==> src/rtl/fpdiv_share_arb_if.sv <==
// Signal bundle between the shared-divider arbiter, its requesters, the divider and the result sink.
// master: the arbiter side. slave: the environment side (requesters, divider, downstream).
// Widths follow NREQ/W; TAGW is derived the same way as inside the arbiter.
interface fpdiv_share_arb_if #(
  parameter int NREQ = 2,
  parameter int W    = 34,
  parameter int TAGW = (NREQ > 1) ? $clog2(NREQ) : 1
);
  logic [NREQ-1:0]   req_valid;
  logic [NREQ-1:0]   req_ready;
  logic [NREQ*W-1:0] req_x;
  logic [NREQ*W-1:0] req_y;
  logic [W-1:0]      div_x;
  logic [W-1:0]      div_y;
  logic              div_stall;
  logic [W-1:0]      div_r;
  logic              out_valid;
  logic              out_ready;
  logic [W-1:0]      out_data;
  logic [TAGW-1:0]   out_tag;
  logic [31:0]       stat_issued;
  logic [31:0]       stat_stalls;

  modport master (
    input  req_valid, req_x, req_y, div_r, out_ready,
    output req_ready, div_x, div_y, div_stall, out_valid, out_data, out_tag,
           stat_issued, stat_stalls
  );

  modport slave (
    output req_valid, req_x, req_y, div_r, out_ready,
    input  req_ready, div_x, div_y, div_stall, out_valid, out_data, out_tag,
           stat_issued, stat_stalls
  );
endinterface

==> src/rtl/fpdiv_share_arb.sv <==
// Round-robin time-sharing of one stall-able pipelined FP divider among NREQ requesters, tagged result stream.
// Latency: LAT enabled cycles from accept edge to result (operand register included); 1 issue/cycle peak.
// Backpressure: a blocked valid result freezes the tracker and the divider (div_stall) and blocks all issue.
// Optional statistics counters are built only when FPDIV_ARB_STATS_EN is defined; otherwise the stat ports read 0.
module fpdiv_share_arb #(
  parameter int NREQ = 2,
  parameter int W    = 34,
  parameter int LAT  = 13
) (
  input  logic              clk,
  input  logic              rst,
  fpdiv_share_arb_if.master bus
);
  localparam int TAGW = (NREQ > 1) ? $clog2(NREQ) : 1;

  logic [LAT-1:0]           vld;
  logic [LAT-1:0][TAGW-1:0] tag;
  logic [TAGW-1:0]          ptr;
  logic [W-1:0]             x_q;
  logic [W-1:0]             y_q;

  logic            hi_found, lo_found;
  logic [TAGW-1:0] hi_idx, lo_idx, gnt_idx;
  logic            any_cand;
  logic            out_vld_int;
  logic            stall;
  logic            adv;
  logic            issue;
  logic [NREQ-1:0] rdy;

  // Round-robin pick: lowest valid index above ptr wins, else lowest valid index at or below ptr (wrap).
  always_comb begin
    hi_found = 1'b0;
    lo_found = 1'b0;
    hi_idx   = '0;
    lo_idx   = '0;
    for (int i = NREQ - 1; i >= 0; i--) begin
      if (bus.req_valid[i]) begin
        if (i > int'(ptr)) begin
          hi_found = 1'b1;
          hi_idx   = TAGW'(i);
        end else begin
          lo_found = 1'b1;
          lo_idx   = TAGW'(i);
        end
      end
    end
    any_cand = hi_found | lo_found;
    gnt_idx  = hi_found ? hi_idx : lo_idx;
  end

  // Results are masked while rst is high so nothing is handed out or accepted during reset.
  assign out_vld_int = vld[LAT-1] & ~rst;
  assign stall       = out_vld_int & ~bus.out_ready;
  assign adv         = ~stall;
  assign issue       = adv & any_cand & ~rst;

  // Accept strobe: one-hot on the granted requester, only when the issue actually happens.
  always_comb begin
    rdy = '0;
    if (issue) rdy[gnt_idx] = 1'b1;
  end

  // Tracker shifts in lock-step with the divider; operand register and pointer load only on issue.
  always_ff @(posedge clk) begin
    if (rst) begin
      vld <= '0;
      tag <= '0;
      ptr <= TAGW'(NREQ - 1);
      x_q <= '0;
      y_q <= '0;
    end else begin
      if (adv) begin
        vld <= {vld[LAT-2:0], issue};
        tag <= {tag[LAT-2:0], gnt_idx};
      end
      if (issue) begin
        x_q <= bus.req_x[int'(gnt_idx)*W +: W];
        y_q <= bus.req_y[int'(gnt_idx)*W +: W];
        ptr <= gnt_idx;
      end
    end
  end

  assign bus.req_ready = rdy;
  assign bus.div_x     = x_q;
  assign bus.div_y     = y_q;
  assign bus.div_stall = stall;
  assign bus.out_valid = out_vld_int;
  assign bus.out_data  = bus.div_r;
  assign bus.out_tag   = tag[LAT-1];

`ifdef FPDIV_ARB_STATS_EN
  logic [31:0] n_issued;
  logic [31:0] n_stalls;

  // Free-running wrap-around event counters, cleared by reset.
  always_ff @(posedge clk) begin
    if (rst) begin
      n_issued <= '0;
      n_stalls <= '0;
    end else begin
      if (issue) n_issued <= n_issued + 32'd1;
      if (stall) n_stalls <= n_stalls + 32'd1;
    end
  end

  assign bus.stat_issued = n_issued;
  assign bus.stat_stalls = n_stalls;
`else
  assign bus.stat_issued = '0;
  assign bus.stat_stalls = '0;
`endif
endmodule
==> src/flat_wrapper.sv <==
// flat-port wrapper written by rule: the top's interface ports become plain ports
module fpdiv_share_arb_flat 
#(
  parameter int NREQ = 2,
  parameter int W    = 34,
  parameter int LAT  = 13
)
  (clk, rst, bus_req_valid, bus_req_x, bus_req_y, bus_div_r, bus_out_ready, bus_req_ready, bus_div_x, bus_div_y, bus_div_stall, bus_out_valid, bus_out_data, bus_out_tag, bus_stat_issued, bus_stat_stalls);
  fpdiv_share_arb_if #(.NREQ(NREQ), .W(W)) bus_i ();
  input  logic clk;
  input  logic rst;
  input wire logic [$bits(bus_i.req_valid)-1:0] bus_req_valid;
  input wire logic [$bits(bus_i.req_x)-1:0] bus_req_x;
  input wire logic [$bits(bus_i.req_y)-1:0] bus_req_y;
  input wire logic [$bits(bus_i.div_r)-1:0] bus_div_r;
  input wire logic [$bits(bus_i.out_ready)-1:0] bus_out_ready;
  output wire logic [$bits(bus_i.req_ready)-1:0] bus_req_ready;
  output wire logic [$bits(bus_i.div_x)-1:0] bus_div_x;
  output wire logic [$bits(bus_i.div_y)-1:0] bus_div_y;
  output wire logic [$bits(bus_i.div_stall)-1:0] bus_div_stall;
  output wire logic [$bits(bus_i.out_valid)-1:0] bus_out_valid;
  output wire logic [$bits(bus_i.out_data)-1:0] bus_out_data;
  output wire logic [$bits(bus_i.out_tag)-1:0] bus_out_tag;
  output wire logic [$bits(bus_i.stat_issued)-1:0] bus_stat_issued;
  output wire logic [$bits(bus_i.stat_stalls)-1:0] bus_stat_stalls;
  assign bus_i.req_valid = bus_req_valid;
  assign bus_i.req_x = bus_req_x;
  assign bus_i.req_y = bus_req_y;
  assign bus_i.div_r = bus_div_r;
  assign bus_i.out_ready = bus_out_ready;
  assign bus_req_ready = bus_i.req_ready;
  assign bus_div_x = bus_i.div_x;
  assign bus_div_y = bus_i.div_y;
  assign bus_div_stall = bus_i.div_stall;
  assign bus_out_valid = bus_i.out_valid;
  assign bus_out_data = bus_i.out_data;
  assign bus_out_tag = bus_i.out_tag;
  assign bus_stat_issued = bus_i.stat_issued;
  assign bus_stat_stalls = bus_i.stat_stalls;
  fpdiv_share_arb #(.NREQ(NREQ), .W(W), .LAT(LAT)) u_core (.clk(clk), .rst(rst), .bus(bus_i));
endmodule
==> config.mk <==
export PLATFORM = sky130hd
export DESIGN_NAME = fpdiv_share_arb_flat
export DESIGN_NICKNAME = d
export VERILOG_FILES = /design/src/rtl/fpdiv_share_arb_if.sv /design/src/rtl/fpdiv_share_arb.sv /design/src/flat_wrapper.sv
export SDC_FILE = /design/constraint.sdc
export NUM_CORES = 1
export LEC_CHECK = 0
export CAP_MARGIN = 10
export CELL_PAD_IN_SITES_DETAIL_PLACEMENT = 0
export CELL_PAD_IN_SITES_GLOBAL_PLACEMENT = 1
export CORE_MARGIN = 1
export CORE_UTILIZATION = 21
export CTS_CLUSTER_SIZE = 8
export DETAILED_ROUTE_END_ITERATION = 10
export PLACE_DENSITY = 0.85
export SLEW_MARGIN = 20
export SYNTH_ARGS = -nofsm -noshare
export SYNTH_HDL_FRONTEND = slang
export SYNTH_SLANG_ARGS = --single-unit
==> constraint.sdc <==
create_clock -name clk -period 1.5 [get_ports clk]
set_input_delay 0.225 -clock clk [delete_from_list [all_inputs] [get_ports clk]]
set_output_delay 0.225 -clock clk [all_outputs]
set_load 0.02 [all_outputs]
==> metrics.yaml <==
run_status:
  status: "complete, no violations"
worst_hold_path:
  hold_path_depth: 3
  hold_class: "primary input to register"
layout:
  diodes: 0
  utilization: 0.323
  nets: 953
  area_growth_pct: 50.6
  fill_cells: 2421
  drive_gt1_frac: 0.110
  final_cell_area_um2: 7320
floorplan:
  core-area_um2: 22600
  io_pins: 346
  die-height_um: 154
  dieArea_um2: 23800
  start_util: 0.215
  core.rowCount: 55
  die_x_um: 154
global_routing:
  busiest_layer: "met2"
  grt_pass1_vias: 4336
  antenna_found_initial: 0
  grt_pass1_wl_um: 24100
  grt_use_met3: 0.0397
  met1_usage: 0.157
  grt.total_usage: 0.132
  grt_overflow: 0
  use_met2: 0.224
  grt_max_degree: 50
sta:
  setup_violations: 0
  fin_crit_sh: 0.942
  rsz0062_at_grt: "false"
  slew_headroom: 0.625
  worst_pin_slew_ps: 563
  hold_viol_final: 0
  holdWs_ps: 244
  clock_skew_ps: 11.1
  max_freq_mhz: 708
  fin_tns_setup_ps: 0
  maxSlewViolCount: 0
  layout_min_cycle_time_ps: 1410
routing:
  post_drt_wl_per_cell_um: 15.2
  vias_per_cell: 4.35
  initialDrtViolationCount: 250
  drc: 0
  antenna_left: 0
  drtPass1Iterations: 4
  totalWireLength_um: 16200
  vias: 4649
clock_tree:
  cts_buffers: 9
  cts_tree: "built"
  clk_path_buf_depth: 2
  h-tree-depth: 3
  clock_latency_ps: 350
  cts.sinks: 95
  clkTransAtPathRegs_ps: 80
  clockRootBuffer: "clkbuf_16"
critical_path:
  critPathRequiredTime_ps: 1270
  arrival_ps: 1190
  worstSetupPathType: "register to output port"
  end_kind: "output port"
  cp_max_fo: 3
  start_kind: "register"
  r2r_cells: 5
synthesis:
  ys_ff_latch: 95
  syn_area_per_cell_um2: 7.99
  synth_top_area_cell: "dfxtp_1"
  netlist_instances: 608
  yosys_warnings: 0
  netlist_area_um2: 4860
  seq_area_frac_synth: 0.391
  synthTopCellsByArea: "dfxtp_1 39%, buf_4 16%, nand2_1 14%, a311oi_1 8.7%, a21oi_1 7.1%"
  ys_types: 22
  synth_top_area_frac: 0.391
place:
  gp_congestion: 0.718
  dp_hpwl_um: 11300
  port-buffer-count: 213
  dpl_cell_area_um2: 6970
power_and_ir_drop:
  leakage_nw: 3.07
  ir_drop_v: 0.000390
  power.density_nw_per_um2: 928
  total_power_w: 0.00679
flow_run:
  max_cap_viol_count: 0
-- metal layers --
metal / wire length [um] / up-vias
li1: - / 2266
met1: 6910 / 2163
met4: 299 / 0
met3: 1050 / 29
met2: 7940 / 191
met5: 0 / -
-- path summary, 6_finish.rpt --
path,slack (ps),endpoint,from
max,90,bus_out_valid,u_core.vld[12]$_SDFFE_PP0N_
min,240,u_core.bus.div_y[15]$_SDFFE_PP0P_,rst
max reg2reg,140,u_core.bus.div_y[32]$_SDFFE_PP0P_,u_core.ptr$_SDFFE_PP1P_
min reg2reg,450,u_core.vld[0]$_SDFFE_PP0N_,u_core.vld[0]$_SDFFE_PP0N_
-- state kept, by name (all words and copies together), names as in the netlist --
signal and cells:
u_core.bus.div_x 34, u_core.bus.div_y 34, u_core.bus.out_tag 1, u_core.tag 12
u_core.ptr 1, u_core.vld 13
-- where the power goes --
part           internal (W)  leakage, nW  switching [W]  total (W)
Combinational      0.000774         2.14       0.000878    0.00165
Clock               0.00119        0.150        0.00118    0.00238
Sequential          0.00268        0.783      0.0000840    0.00276
Total               0.00465         3.07        0.00215    0.00679
-- worst max-delay path, cell delays in order, from the launching register on --
cell and delay (ps):
dfxtp_2 370, nor2b_1 140, dlygate4sd2_1 330
-- Yosys cell counts --
master      n
nand2_1   186
buf_4     101
dfxtp_1    95
a21oi_1    69
a311oi_1   48
clkbuf_1   40
o21ai_0    25
a311oi_2   20
buf_2       8
buf_6       3
nor2_1      2
a21bo_2     1
a21boi_2    1
a21o_1      1
and2_1      1
and3_1      1
conb_1      1
inv_1       1
nand2b_1    1
nor2b_1     1
nor3b_1     1
o21ba_1     1
-- repair_timing --
item	4_1_cts	5_1_grt
resized for setup	88	11
cloned	1	2
buffers inserted	1	1
endpoints found under the setup margin	107	45
hold buffers	0	0
pin swaps	0	3
-- cell type report --
cell class	count	area (um^2)	area share
timing repair buffer	248	2480	0.340
multi-input combinational	423	2260	0.309
sequential	95	1900	0.260
tap	285	357	0.0487
clock buffer	9	225	0.0308
clock inverter	7	81.3	0.0111
inverter	1	3.75	0.000513
-- metrics by stage --
stage          setup WS [ps]  instances
5_1_grt                 19.7       1068
3_3_place_gp            -417       1048
6_report                87.4       1068
2_1_floorplan          -30.0        671
4_1_cts                 1.35       1066
3_5_place_dp            -439       1048
-- logic make-up after synthesis --
group	count (synthesis)	share of synthesized area
AOI/OAI and AO/OA	166	0.253
DFF	95	0.391
and+or+nand+nor	193	0.152
buffers and inverters	153	0.203
other	1	0.000772
-- layout by cell type, fill, tap and decap left out --
cell type / instances
buf_8: 1
o21ba_4: 1
clkbuf_16: 11
a21oi_1: 69
conb_1: 64
a21o_1: 1
inv_6: 2
dlymetal6s2s_1: 2
and2_4: 1
a21bo_2: 1
inv_1: 1
and3_1: 1
a21boi_4: 1
nand2_1: 186
dlygate4sd2_1: 71
dfxtp_2: 2
buf_2: 1
a311oi_1: 45
nor3b_4: 1
clkinv_8: 2
buf_12: 9
clkinv_4: 1
o21ai_0: 25
nor2_1: 2
inv_8: 2
buf_4: 22
buf_16: 1
clkdlybuf4s50_1: 136
nor2b_1: 1
a311oi_2: 23
nand2b_4: 1
buf_6: 3
dfxtp_1: 93
(Power assumes the default switching activity.)
